$ cat src/rtl/qrst_req_arb.sv
// Round-robin arbiter sharing the QICK reset/sync sequencer between NREQ command sources.
// Optional handshake timeout enabled by defining QRST_ARB_TIMEOUT_EN.
module qrst_req_arb #(
    parameter int NREQ   = 4,
    parameter int TOUT_W = 16
) (
    input  logic                     t_clk_i,
    input  logic                     t_rst_ni,
    input  logic [NREQ-1:0]          req_now_i,
    input  logic [NREQ-1:0]          req_sync_i,
    output logic [NREQ-1:0]          grant_o,
    output logic [NREQ-1:0]          req_done_o,
    output logic                     busy_o,
    output logic [$clog2(NREQ)-1:0]  last_src_o,
    output logic                     qrst_now_req_o,
    output logic                     qrst_sync_req_o,
    input  logic                     qrst_ack_i,
    input  logic [TOUT_W-1:0]        tout_cfg_i,
    input  logic                     err_clr_i,
    output logic                     tout_err_o
);

    localparam int PW = $clog2(NREQ);

    typedef enum logic [1:0] {S_IDLE, S_ISSUE, S_RELEASE, S_DONE} state_t;

    state_t          state_q;
    logic [PW-1:0]   ptr_q;
    logic [PW-1:0]   owner_q;
    logic [NREQ-1:0] pending;
    logic [PW-1:0]   winner;

    // First pending source after the pointer, wrapping; the last owner ends up lowest priority.
    function automatic logic [PW-1:0] rr_pick(input logic [NREQ-1:0] pend, input logic [PW-1:0] p);
        logic [PW-1:0] w;
        logic [PW-1:0] idx;
        logic          found;
        w     = '0;
        found = 1'b0;
        for (int k = 1; k <= NREQ; k++) begin
            idx = PW'((int'(p) + k) % NREQ);
            if (!found && pend[idx]) begin
                w     = idx;
                found = 1'b1;
            end
        end
        return w;
    endfunction

    assign pending = req_now_i | req_sync_i;
    assign winner  = rr_pick(pending, ptr_q);

`ifdef QRST_ARB_TIMEOUT_EN
    logic [TOUT_W-1:0] tout_cnt_q;
    logic              tout_hit;

    assign tout_hit = (tout_cfg_i != '0) && (tout_cnt_q == tout_cfg_i - TOUT_W'(1));
`else
    logic unused_tout;

    assign unused_tout = ^{tout_cfg_i, err_clr_i};
    assign tout_err_o  = 1'b0;
`endif

    always_ff @(posedge t_clk_i or negedge t_rst_ni) begin
        if (!t_rst_ni) begin
            state_q         <= S_IDLE;
            ptr_q           <= PW'(NREQ - 1);
            owner_q         <= '0;
            grant_o         <= '0;
            req_done_o      <= '0;
            busy_o          <= 1'b0;
            last_src_o      <= '0;
            qrst_now_req_o  <= 1'b0;
            qrst_sync_req_o <= 1'b0;
`ifdef QRST_ARB_TIMEOUT_EN
            tout_cnt_q      <= '0;
            tout_err_o      <= 1'b0;
`endif
        end else begin
            req_done_o <= '0;
`ifdef QRST_ARB_TIMEOUT_EN
            // Clear first so a timeout in the same cycle overrides it below.
            if (err_clr_i) tout_err_o <= 1'b0;
            tout_cnt_q <= tout_cnt_q + TOUT_W'(1);
`endif
            case (state_q)
                S_IDLE: begin
                    // Ack still high means the sequencer hasn't finished a previous handshake.
                    if ((pending != '0) && !qrst_ack_i) begin
                        owner_q         <= winner;
                        grant_o         <= {{(NREQ-1){1'b0}}, 1'b1} << winner;
                        qrst_sync_req_o <= req_sync_i[winner];
                        qrst_now_req_o  <= !req_sync_i[winner];
                        busy_o          <= 1'b1;
                        state_q         <= S_ISSUE;
`ifdef QRST_ARB_TIMEOUT_EN
                        tout_cnt_q      <= '0;
`endif
                    end
                end
                S_ISSUE: begin
                    if (qrst_ack_i) begin
                        qrst_now_req_o  <= 1'b0;
                        qrst_sync_req_o <= 1'b0;
                        state_q         <= S_RELEASE;
`ifdef QRST_ARB_TIMEOUT_EN
                        tout_cnt_q      <= '0;
                    end else if (tout_hit) begin
                        qrst_now_req_o  <= 1'b0;
                        qrst_sync_req_o <= 1'b0;
                        tout_err_o      <= 1'b1;
                        req_done_o      <= grant_o;
                        state_q         <= S_DONE;
`endif
                    end
                end
                S_RELEASE: begin
                    if (!qrst_ack_i) begin
                        req_done_o <= grant_o;
                        state_q    <= S_DONE;
`ifdef QRST_ARB_TIMEOUT_EN
                    end else if (tout_hit) begin
                        tout_err_o <= 1'b1;
                        req_done_o <= grant_o;
                        state_q    <= S_DONE;
`endif
                    end
                end
                S_DONE: begin
                    grant_o    <= '0;
                    busy_o     <= 1'b0;
                    ptr_q      <= owner_q;
                    last_src_o <= owner_q;
                    state_q    <= S_IDLE;
                end
                default: state_q <= S_IDLE;
            endcase
        end
    end

endmodule

$ cat config.mk
export PLATFORM = sky130hd
export DESIGN_NAME = qrst_req_arb
export DESIGN_NICKNAME = d
export VERILOG_FILES = /design/src/rtl/qrst_req_arb.sv
export SDC_FILE = /design/constraint.sdc
export NUM_CORES = 1
export LEC_CHECK = 0
export ABC_AREA = 1
export CAP_MARGIN = 20
export CORE_ASPECT_RATIO = 1.5
export CORE_UTILIZATION = 44
export DETAILED_ROUTE_END_ITERATION = 10
export PLACE_DENSITY = 0.79
export SLEW_MARGIN = 10
export SYNTH_ARGS = -nofsm -noshare
export SYNTH_HDL_FRONTEND = slang
export SYNTH_SLANG_ARGS = --single-unit
$ cat constraint.sdc
create_clock -name t_clk_i -period 1.9 [get_ports t_clk_i]
set_input_delay 0.38 -clock t_clk_i [delete_from_list [all_inputs] [get_ports t_clk_i]]
set_output_delay 0.38 -clock t_clk_i [all_outputs]
set_load 0.005 [all_outputs]
# ---- After elaboration in Yosys (flattened, before gate mapping)
# Index checks and enable logic that the tools add are counted.
dict set report totals {
  in_bits 28
  regBits 19
  wordCells 75
}
dict set report classes {
  magnitude_cmp 5
  add_sub_neg 4
  n_reduce_logical 17
  eq_ne 6
  muxes 32
  bitwise 1
  shift 1
}
# operator count
set op_table {}
lappend op_table {{$lt 2x3->1 const B} 5}
lappend op_table {{$mux 2} 7}
lappend op_table {{$mux 1} 12}
lappend op_table {{$mux 4} 3}
lappend op_table {{$bmux 1 s2} 5}
lappend op_table {{$pmux 2 s4} 1}
lappend op_table {{$pmux 4 s2} 1}
lappend op_table {{$ne 2x2->1 const B} 3}
lappend op_table {{$pmux 1 s2} 3}
lappend op_table {{$reduce_and 3->1} 2}
lappend op_table {{$logic_not 1->1} 5}
lappend op_table {{$add 2x1->2 const B} 2}
lappend op_table {{$add 2x2->2 const B} 2}
lappend op_table {{$eq 2x2->1 const B} 2}
lappend op_table {{$logic_and 1x1->1} 4}
lappend op_table {{$or 4x4->4} 1}
lappend op_table {{$reduce_and 2->1} 2}
lappend op_table {{$reduce_bool 2->1} 2}
lappend op_table {{$reduce_bool 4->1} 1}
lappend op_table {{$shl 1x2->4 const A} 1}
lappend op_table {{$eq 2x1->1 const B} 1}
lappend op_table {{$logic_not 2->1} 1}

# ---- Longest topological paths before layout
# Gate-level depths: netlist of run 1.
dict set report logic_depth {
  word_depth 18
  ltp_mapped 16
  ltp_nobuf 15
}

# ---- Least setup slack after synthesis of run 1
# No wires, ideal clock.
dict set report synth_timing {
  kind {register to register}
  start {register ptr_q[0]}
  end {register qrst_now_req_o}
  t_required_ns 1.783
  path_slack_ns 0.257
  arrival_ns 1.525
  n_path_buf 1
  setup_time_ns 0.117
  stages_incl_launch_ff 15
  path_cell_list {dfstp_2 buf_6 inv_6 nand2_1 nand2_2 nand3_2 nand2_2 nor2_4 nand4_2 nand2_2 nand2_1 nand2_1 nand2_1 nand3_1 nand2_1}
}
dict set report synth_between {
  elab_chain_cells 18
  word_cells_on_any_way 30
  cone_classes {add/sub (4); mux (19); reduce/logical (7)}
}
# element line_no
set synth_rtl {}
lappend synth_rtl {{start, declared} 28} ;# logic [PW-1:0] ptr_q;
lappend synth_rtl {{start signal, assigned} 68} ;# ptr_q <= PW'(NREQ - 1);
lappend synth_rtl {{start signal, assigned} 133} ;# ptr_q <= owner_q;
lappend synth_rtl {{$add 2x1->2} 41} ;# idx = PW'((int'(p) + k) % NREQ);
lappend synth_rtl {{$bmux 1 s2} 42} ;# if (!found && pend[idx]) begin
lappend synth_rtl {{$mux 1 (implied by the code)} 42}
lappend synth_rtl {{$mux 1} 42}
lappend synth_rtl {{$logic_not 1->1} 42}
lappend synth_rtl {{$logic_and 1x1->1} 42}
lappend synth_rtl {{$mux 1} 42}
lappend synth_rtl {{$logic_not 1->1} 42}
lappend synth_rtl {{(+2 left out)} n/a}
lappend synth_rtl {{$logic_not 1->1} 42}
lappend synth_rtl {{$logic_and 1x1->1} 42}
lappend synth_rtl {{$mux 2 *} 42}
lappend synth_rtl {{$bmux 1 s2 *} 94} ;# qrst_now_req_o <= !req_sync_i[winner];
lappend synth_rtl {{$mux 1 (implied by the code) *} 94}
lappend synth_rtl {{$logic_not 1->1 *} 94}
lappend synth_rtl {{$mux 1 *} 90} ;# if ((pending != '0) && !qrst_ack_i) begin
lappend synth_rtl {{$pmux 1 s2 *} 87} ;# case (state_q)
lappend synth_rtl {{end signal, assigned} 94}
lappend synth_rtl {{end, declared} 15} ;# output logic qrst_now_req_o,
# Every way passes the cells marked *; elsewhere a longest branch is shown, timed or not. The select of a mux whose other input is x is not followed.
# A chain may end at the register's enable or synchronous reset.

# ---- Final worst setup path of run 1
dict set report layout_timing {
  start {register ptr_q[0]}
  end {register qrst_sync_req_o}
}
dict set report layout_between {
  elab_chain_cells 17
  word_cells_on_any_way 29
  cone_classes {add/sub (4); mux (19); reduce/logical (6)}
}
# element line_no
set layout_rtl {}
lappend layout_rtl {{$add 2x1->2} 41}
lappend layout_rtl {{$bmux 1 s2} 42}
lappend layout_rtl {{$mux 1 (implied by the code)} 42}
lappend layout_rtl {{$mux 1} 42}
lappend layout_rtl {{$logic_not 1->1} 42}
lappend layout_rtl {{$logic_and 1x1->1} 42}
lappend layout_rtl {{$mux 1} 42}
lappend layout_rtl {{$logic_not 1->1} 42}
lappend layout_rtl {{$logic_and 1x1->1} 42}
lappend layout_rtl {{$mux 1} 42}
lappend layout_rtl {{$logic_not 1->1} 42}
lappend layout_rtl {{$logic_and 1x1->1} 42}
lappend layout_rtl {{$mux 2 *} 42}
lappend layout_rtl {{$bmux 1 s2 *} 93} ;# qrst_sync_req_o <= req_sync_i[winner];
lappend layout_rtl {{$mux 1 (implied by the code) *} 93}
lappend layout_rtl {{$mux 1 *} 90}
lappend layout_rtl {{$pmux 1 s2 *} 87}
lappend layout_rtl {{end signal, assigned} 93}
lappend layout_rtl {{end, declared} 16} ;# output logic qrst_sync_req_o,
# Marks and branches as above.

==> impl_metrics.yaml, run 1 <==
routing:
  wl_per_cell_um: 12.9
  drt_iter0_drc: 24
  ant_nets: 0
  first_pass_iters: 4
  totalWireLength_mm: 2.94
  vias: 1156
  viasPerCell: 5.07
  drc: 0
power_and_ir_drop:
  sw_frac_of_total: 0.473
  p_comb_frac: 0.684
  powerDensity_mw_per_mm2: 1670
  p_int_mw: 1.50
  power_leakage_nw: 0.821
  p_switching_mw: 1.35
  ir_drop_mv: 1.11
  power_frac_seq: 0.241
  power.share.clock: 0.075
  power_mw: 2.85
yosys:
  synth_top_family_by_area: "simple AND/OR/NAND/NOR gates"
  synth-seq-cells: 19
  syn-num-nets: 187
  synth_seq_area_share: 0.401
  ys_top_cells_by_area: "dfrtp_1 (36%), nand2_1 (15%), nand2_2 (6.8%)"
  syn_area_per_cell_um2: 7.73
  syn_area_mm2: 0.00119
  synth_most_common_cell: "nand2_1"
  synthMuxAreaShare: 0.00945
  synth_top_cell_area_share: 0.357
  ys_types: 26
  synth-warning-count: 0
  synth_commonest_cells: "nand2_1 (48), dfrtp_1 (17), nand3_1 (15)"
  yosysTopAreaCell: "dfrtp_1"
  synth_compound_area_frac: 0.0756
  synth-edff-count: 0
  synth_fa_ha_area_frac: 0.0525
  async_reset_ff_frac: 1.00
  yosys.area_share.simple: 0.388
  synth-xor-area-share: 0
  synthCells: 154
  synth-main-ff-cell: "dfrtp_1"
flow_run:
  maxCapViolations: 0
finish:
  final_util: 0.679
  antenna_cells: 0
  design_area_mm2: 0.00170
  stdcell_count: 228
  final_nets: 226
  syn2layout_area_growth_pct: 42.8
  drive_above_1_share: 0.328
floorplan:
  fp.dieW_um: 44.5
  io_pins: 42
  die_area_mm2: 0.00292
  core_mm2: 0.00250
  fp.dieH_um: 65.7
  fp-row-count: 22
  start_util: 0.476
placed_design:
  pre_cts_slack_ps: -316
  placed_cell_area_mm2: 0.00154
  dp.cells: 221
  dp_hpwl_mm: 2.17
  gp_congestion: 0.792
  io_buffers: 23
setup_path:
  max_stage_delay_ps: 630
  crit_chain: "clkinv_4, nand2_2, nand2_2, nand3_2, nand2_2, nor2_4, nand2_2, nor2_2, inv_2, nand2_4, inv_4, nand3_1, nand3_1, nand2_1"
  critPathArrivalTime_ps: 2180
  crit_type: "flop to flop"
  path_delay_family: "simple AND/OR/NAND/NOR gates"
  cp.required_ps: 2140
  cp_num_buf_inv: 3
  critPathMaxFanout: 8
  cp-end-kind: "flop"
  crit_top_cell: "nand2_2"
  cp_slowest_cell: "dfstp_2"
  start_kind: "flop"
clock_network:
  cts_buffers: 3
  clock_sinks: 19
  clockBufferDepth: 2
  root_buffer: "clkbuf_4"
  holdBufCountCts: 0
  cts_tree: "yes"
  clock_latency_ps: 300
  clk_pin_slew_ps: 120
  cts_max_level: 1
timing:
  finalSetupTns_ps: -62.5
  setup_viol: 2
  fin_crit_sh: 1.02
  slew_viol_final: 0
  fmax_mhz: 518
  grt_setup_unrepaired: "true"
  fin_ws_ps: -31.5
  period_needed_ps: 1930
  hold_ws_ps: 381
  finalHoldViolCount: 0
  finClkSkew_ps: 8.37
worst_hold_path:
  hold_path_class: "primary input to async pin"
grt:
  track_usage: 0.205
  grt_pass1_vias: 1100
  grt_pass1_wl_mm: 4.52
  met1_usage: 0.239
  grtUsageMet2: 0.364
  grtUsageMet3: 0.0357
  grt_overflow: 0
  grt_max_degree: 13
  antenna_found_initial: 0
  grt.busiest_layer: "met2"
outcome:
  status: "finished with violations"
  violations: "setup timing"
==> path summary, 6_finish.rpt <==
| path | from | to | slack [ps] | depth (start not counted) |
|---|---|---|---|---|
| min in group t_clk_i | last_src_o[1] | last_src_o[1] | 490 | 2 |
| worst min-delay path | t_rst_ni | busy_o | 380 | 1 |
| worst max register to register | ptr_q[0] | qrst_sync_req_o | -30 | 14 |
| max in group asynchronous | t_rst_ni | req_done_o[1] | 1000 | 2 |
| worst min register to register | last_src_o[1] | last_src_o[1] | 490 | 2 |
| worst max-delay path | ptr_q[0] | qrst_sync_req_o | -30 | 14 |
==> power by group through the flow <==
stage | Clock, mW | Combinational [mW] | Sequential [mW]
after floorplan | 0 | 1.04 | 0.657
after global placement | 0 | 1.52 | 0.690
after detailed placement | 0 | 1.59 | 0.701
after CTS | 0.212 | 1.60 | 0.692
after global routing | 0.232 | 2.14 | 0.702
final | 0.214 | 1.95 | 0.685
==> metal layers <==
metal,up-vias,wire [µm]
li1,572,-
met1,554,1140
met2,21,1670
met3,9,61
met4,0,73
met5,-,0
==> cell type report <==
cell class                 count  area (µm²)
fill                         208         805
clock buffer                   3        22.5
multi-input combinational    117         727
sequential                    19         478
inverter                      16        67.6
tap                           36        45.0
timing repair buffer          36         353
clock inverter                 1        7.51
==> repair_timing <==
item                                    in CTS  in global routing
setup buffers                                0                  3
pin swaps                                    1                 11
endpoints found under the setup margin       1                  7
resized for setup                            0                 26
gates cloned                                 0                  0
==> registers in the layout, summed over array words and instances, names as in the netlist <==
signal	count
last_src_o	2
req_done_o	4
owner_q	2
grant_o	4
qrst_now_req_o	1
busy_o	1
qrst_sync_req_o	1
ptr_q	2
state_q	2
==> placed cells by master, fill, tap and decap left out <==
cell type	count
a21boi_0	1
a21oi_1	2
buf_12	2
buf_4	11
clkbuf_4	3
clkdlybuf4s50_1	23
clkinv_4	1
clkinvlp_4	1
conb_1	1
dfrtp_1	17
dfstp_2	2
ha_1	5
inv_1	11
inv_2	3
inv_4	1
mux2_2	1
nand2_1	41
nand2_2	15
nand2_4	6
nand3_1	14
nand3_2	4
nand4_1	1
nand4_4	1
nor2_1	5
nor2_2	4
nor2_4	3
o211ai_1	1
o21ai_0	5
o21ai_1	2
o21ai_2	1
o22ai_2	4
==> cells by family (layout without fill, tap and decap cells) <==
kind of cell	Yosys count	in the layout
AND/OR/NAND/NOR	94	94
AO/OA/AOI/OAI	16	16
buffers and inverters	18	56
multiplexers	1	1
other	1	1
flip-flops	19	19
adder cells (fa/ha/maj)	5	5
Note: power is estimated with default switching activity, not from simulation.
==> run 2: changes to the inputs <==
- CORE_UTILIZATION: 44 -> 46
- CTS_BUF_LIST: not set -> sky130_fd_sc_hd__clkbuf_2
- PLACE_DENSITY: 0.79 -> 0.82
==> run 2 against run 1 <==
The run ends with DRC left; worst setup slack improved by 36 ps; critical path depth increased by 1; die area fell by 4.2%; combinational power down 13%; clock-buffer cell count is the same; clock skew increased by 4.1 ps; sequential share of layout area rose by 1.9 points; global-route usage is 0.23 points higher; power down 9.7%; sequential power up 0.7%; clock power shrank 14%; via count decreased by 1.6%.
==> impl_metrics.yaml, run 2 (same netlist as run 1, synthesis figures left out) <==
setup_path:
  cp_slowest_cell: "dfstp_2"
  crit_chain: "inv_6, nand2_2, nand2_1, nand2_1, nand2_2, nand2_1, nand2_1, nand2_1, nand2_2, nand2_4, nand2_1, nand2_1, nand2_1, nand3_1, nand2_1"
  critPathLaunch: "ptr_q[0]"
  crit_type: "flop to flop"
  cp-end-kind: "flop"
  crit_top_cell: "nand2_1"
  crit-reg2reg-launch: "ptr_q[0]"
  max_stage_delay_ps: 690
  critPathArrivalTime_ps: 2140
  start_kind: "flop"
  r2r_cells: 15
  cp.required_ps: 2140
  critPathMaxFanout: 8
power_and_ir_drop:
  ir_drop_mv: 0.996
  power_frac_seq: 0.268
  powerDensity_mw_per_mm2: 1610
  power.share.clock: 0.071
  p_comb_frac: 0.660
  power_leakage_nw: 0.785
  sw_frac_of_total: 0.483
  p_switching_mw: 1.24
  p_int_mw: 1.33
  power_mw: 2.57
finish:
  design_area_mm2: 0.00160
  stdcell_count: 215
  reg.largest.list: "grant_o (4), req_done_o (4)"
  layout_common_cells: "nand2_1 (43), clkdlybuf4s50_1 (23), nand2_2 (17), dfrtp_1 (17), nand3_1 (14)"
  syn2layout_area_growth_pct: 33.9
  final_common_cell: "nand2_1"
  final_nets: 225
  antenna_cells: 0
  drive_above_1_share: 0.293
placed_design:
  gp_congestion: 0.844
  io_buffers: 23
  placed_cell_area_mm2: 0.00150
  dp.cells: 208
  dp_hpwl_mm: 2.06
  pre_cts_slack_ps: -271
timing:
  period_needed_ps: 1890
  fin_crit_sh: 0.997
  slew_viol_final: 0
  fin_ws_ps: 5.00
  setup_viol: 0
  grt_setup_unrepaired: "true"
  fmax_mhz: 528
  finalHoldViolCount: 0
  finClkSkew_ps: 12.4
routing:
  vias: 1137
  totalWireLength_mm: 2.70
  wl_met3_um: 71
  drt_iter0_drc: 60
  first_pass_iters: 7
  ant_nets: 0
  wl_met2_mm: 1.54
  routedLengthMet1_mm: 1.01
  viasPerCell: 5.29
  drc: 2
  highest_layer: "met4"
  wl_per_cell_um: 12.5
floorplan:
  core_mm2: 0.00245
  die_area_mm2: 0.00280
  start_util: 0.486
  fp.dieH_um: 64.3
  fp-row-count: 22
  io_pins: 42
  fp.dieW_um: 43.6
clock_network:
  clk_pin_slew_ps: 190
  cts_tree: "yes"
  clockBufferDepth: 2
  cts_max_level: 1
  cts_buffers: 3
  clock_latency_ps: 340
  root_buffer: "clkbuf_2"
  clock_sinks: 19
grt:
  track_usage: 0.207
  grt_pass1_vias: 1128
  grt_pass1_wl_mm: 4.44
  grt_overflow: 0
  antenna_found_initial: 0
  grt_max_degree: 20
outcome:
  violations: "DRC"
  status: "finished with violations"
worst_hold_path:
  hold_path_class: "primary input to async pin"
flow_run:
  maxCapViolations: 0
[run 2: final cells by class]
cell class,count,area [µm²]
timing repair buffer,35,320
tap,24,30.0
clock inverter,1,7.51
multi-input combinational,117,677
fill,192,855
sequential,19,478
clock buffer,3,15.0
inverter,16,67.6
[run 2: what timing repair did]
| action | in CTS | in global routing |
|---|---|---|
| setup buffers | 1 | 2 |
| hold buffers | 0 | 0 |
| setup endpoints to repair | 1 | 7 |
| pin swaps | 0 | 1 |
| resized for setup | 0 | 12 |
[run 2: metrics by stage]
step                       util  hold WS [ps]  TNS (ps)
after global routing      0.651           341      -519
after CTS                 0.625           336         0
after global placement    0.612           462     -1190
after floorplan               -          84.4         0
final                     0.651           331         0
after detailed placement  0.612           464     -1540
[run 2: metal layers]
metal,vias to the layer above,track usage
met4,0,0.0977
met1,529,0.219
li1,572,-
met2,27,0.384
met3,9,0.0254
met5,-,0
[run 2: final timing paths]
| path | to | slack (ps) |
|---|---|---|
| max | qrst_now_req_o | 5 |
| min | busy_o | 330 |
| max reg2reg | qrst_now_req_o | 5 |
| min reg2reg | last_src_o[0] | 510 |
| max in group asynchronous | ptr_q[1] | 1300 |
| min in group t_clk_i | last_src_o[0] | 510 |
[run 2: power groups by stage]
stage / clock network [mW] / logic, mW / registers (mW)
floorplan: 0 / 1.04 / 0.657
finish: 0.184 / 1.70 / 0.690
global placement: 0 / 1.41 / 0.690
global route: 0.199 / 1.87 / 0.705
detailed placement: 0 / 1.47 / 0.704
CTS: 0.187 / 1.50 / 0.691
[run 2: critical path: cells and delay by family (launching register included)]
family	cells	cell delay, ps
simple gates	14	1040
flops	1	690
buf+inv	1	80
==> run 3: changes to the inputs <==
- CORE_MARGIN: not set -> 5
==> run 3 against run 2 <==
Critical endpoint unchanged; maximum frequency is essentially flat; the run now ends clean; flip-flop and latch count is the same; first-iteration DRC count shrank 57%; critical path type is now primary input to flop.
==> impl_metrics.yaml, run 3 (same netlist as run 1, synthesis figures left out) <==
floorplan:
  fp.dieW_um: 51.6
  core_mm2: 0.00248
  start_util: 0.481
  die_area_mm2: 0.00373
  fp-row-count: 22
  io_pins: 42
  fp.dieH_um: 72.3
setup_path:
  crit_type: "primary input to flop"
  cp_slowest_cell: "clkdlybuf4s50_1"
  crit-reg2reg-launch: "ptr_q[0]"
  max_stage_delay_ps: 440
  cp-end-kind: "flop"
  path_delay_family: "simple AND/OR/NAND/NOR gates"
  start_kind: "primary input"
  critPathArrivalTime_ps: 2130
  reg2reg_to: "qrst_now_req_o"
  crit_chain: "clkdlybuf4s50_1, nor2_2, nand2_1, nand3_1, nand2_2, nor2_4, nand4_2, nand2_4, nand2_1, nand2_1, nand2_1, nand3_1, nand2_1"
  r2r_cells: 13
  critPathMaxFanout: 4
  cp.required_ps: 2130
  crit_top_cell: "nand2_1"
  cp_num_buf_inv: 1
  r2r_slack_ps: 20
placed_design:
  dp.cells: 209
  dp_hpwl_mm: 2.22
  placed_cell_area_mm2: 0.00151
  io_buffers: 23
  gp_congestion: 0.808
timing:
  finalHoldViolCount: 0
  fmax_mhz: 527
  slew_viol_final: 0
  setup_viol: 0
  finClkSkew_ps: 11.0
  grt_setup_unrepaired: "true"
  fin_crit_sh: 0.998
  period_needed_ps: 1900
finish:
  final_common_cell: "nand2_1"
  drive_above_1_share: 0.279
  stdcell_count: 214
  nFillCells: 220
  final_nets: 224
  seqCellArea_um2: 478
  reg.largest.list: "grant_o (4), req_done_o (4)"
  design_area_mm2: 0.00157
  multi_input_area_um2: 658
  syn2layout_area_growth_pct: 31.5
  layout_common_cells: "nand2_1 (44), clkdlybuf4s50_1 (23), dfrtp_1 (17)"
  antenna_cells: 0
routing:
  highest_layer: "met4"
  drc: 0
  first_pass_iters: 4
  ant_nets: 0
  wl_per_cell_um: 13.2
  vias: 1113
  totalWireLength_mm: 2.83
  drt_iter0_drc: 26
  wl_met2_mm: 1.51
  wl_met3_um: 118
  routedLengthMet1_mm: 1.14
  viasPerCell: 5.20
worst_hold_path:
  hold_path_class: "primary input to async pin"
clock_network:
  clk_pin_slew_ps: 190
  root_buffer: "clkbuf_2"
  cts_tree: "yes"
  cts_buffers: 3
  cts_max_level: 1
  clock_latency_ps: 320
  clockBufferDepth: 2
  clock_sinks: 19
  holdBufCountCts: 0
outcome:
  status: "finished clean"
grt:
  grt_overflow: 0
  grt_pass1_vias: 1175
  track_usage: 0.171
  grt_max_degree: 20
  grt_pass1_wl_mm: 4.93
  antenna_found_initial: 0
power_and_ir_drop:
  powerDensity_mw_per_mm2: 1570
  ir_drop_mv: 1.16
  power_leakage_nw: 0.775
flow_run:
  maxCapViolations: 0
[run 3: how the worst max path moves through the flow]
| stage | start | end | slack, ps | depth (start not counted) |
|---|---|---|---|---|
| 2_1_floorplan | ptr_q[0] | qrst_now_req_o | 260 | 14 |
| 3_3_place_gp | req_sync_i[1] | qrst_now_req_o | -230 | 13 |
| 3_5_place_dp | req_sync_i[1] | qrst_now_req_o | -290 | 13 |
| 4_1_cts | ptr_q[0] | qrst_now_req_o | 20 | 13 |
| 5_1_grt | ptr_q[0] | qrst_now_req_o | -130 | 11 |
| 6_report | req_sync_i[1] | qrst_now_req_o | 3 | 13 |
[run 3: per-stage QoR]
step	setup slack, ps	power (mW)	hold WS, ps	utilization	TNS, ps
finish	3.24	2.46	348	0.632	0
global route	-127	2.72	317	0.632	-362
CTS	21.9	2.39	351	0.618	0
detailed placement	-286	2.20	469	0.609	-1650
global placement	-235	2.15	460	0.609	-1290
floorplan	257	1.70	84.4	-	0
[run 3: worst register-to-register path, stage by stage, from the launching register on]
cell and delay, ps:
dfstp_2 690, inv_6 80, nand2_1 80, nand2_2 80, nand3_2 80, nand2_2 60, nor2_4 120, nand4_2 160
nand2_4 140, nand2_1 70, nand2_1 60, nand2_1 40, nand3_1 70, nand2_1 50
[run 3: layout make-up]
class	instances	share of cell area
sequential	19	0.305
tap	24	0.0192
timing repair buffer	34	0.200
clock inverter	1	0.00479
clock buffer	3	0.00958
multi-input combinational	117	0.420
inverter	16	0.0415
[run 3: power breakdown]
group          total (mW)  internal [mW]  switching (mW)  leakage [nW]
Combinational        1.59          0.672           0.919         0.524
Clock               0.180         0.0491           0.131        0.0126
Sequential          0.690          0.569           0.121         0.238
[run 3: metal layers]
layer	global-route usage	up-vias
met5	0	-
met4	0.0904	0
met3	0.0390	7
met2	0.305	33
met1	0.181	511
li1	-	562
[run 3: what timing repair did]
item,in CTS,in global routing
resized for setup,0,8
hold endpoints to repair,0,0
setup buffers,0,1
endpoints found under the setup margin,0,6
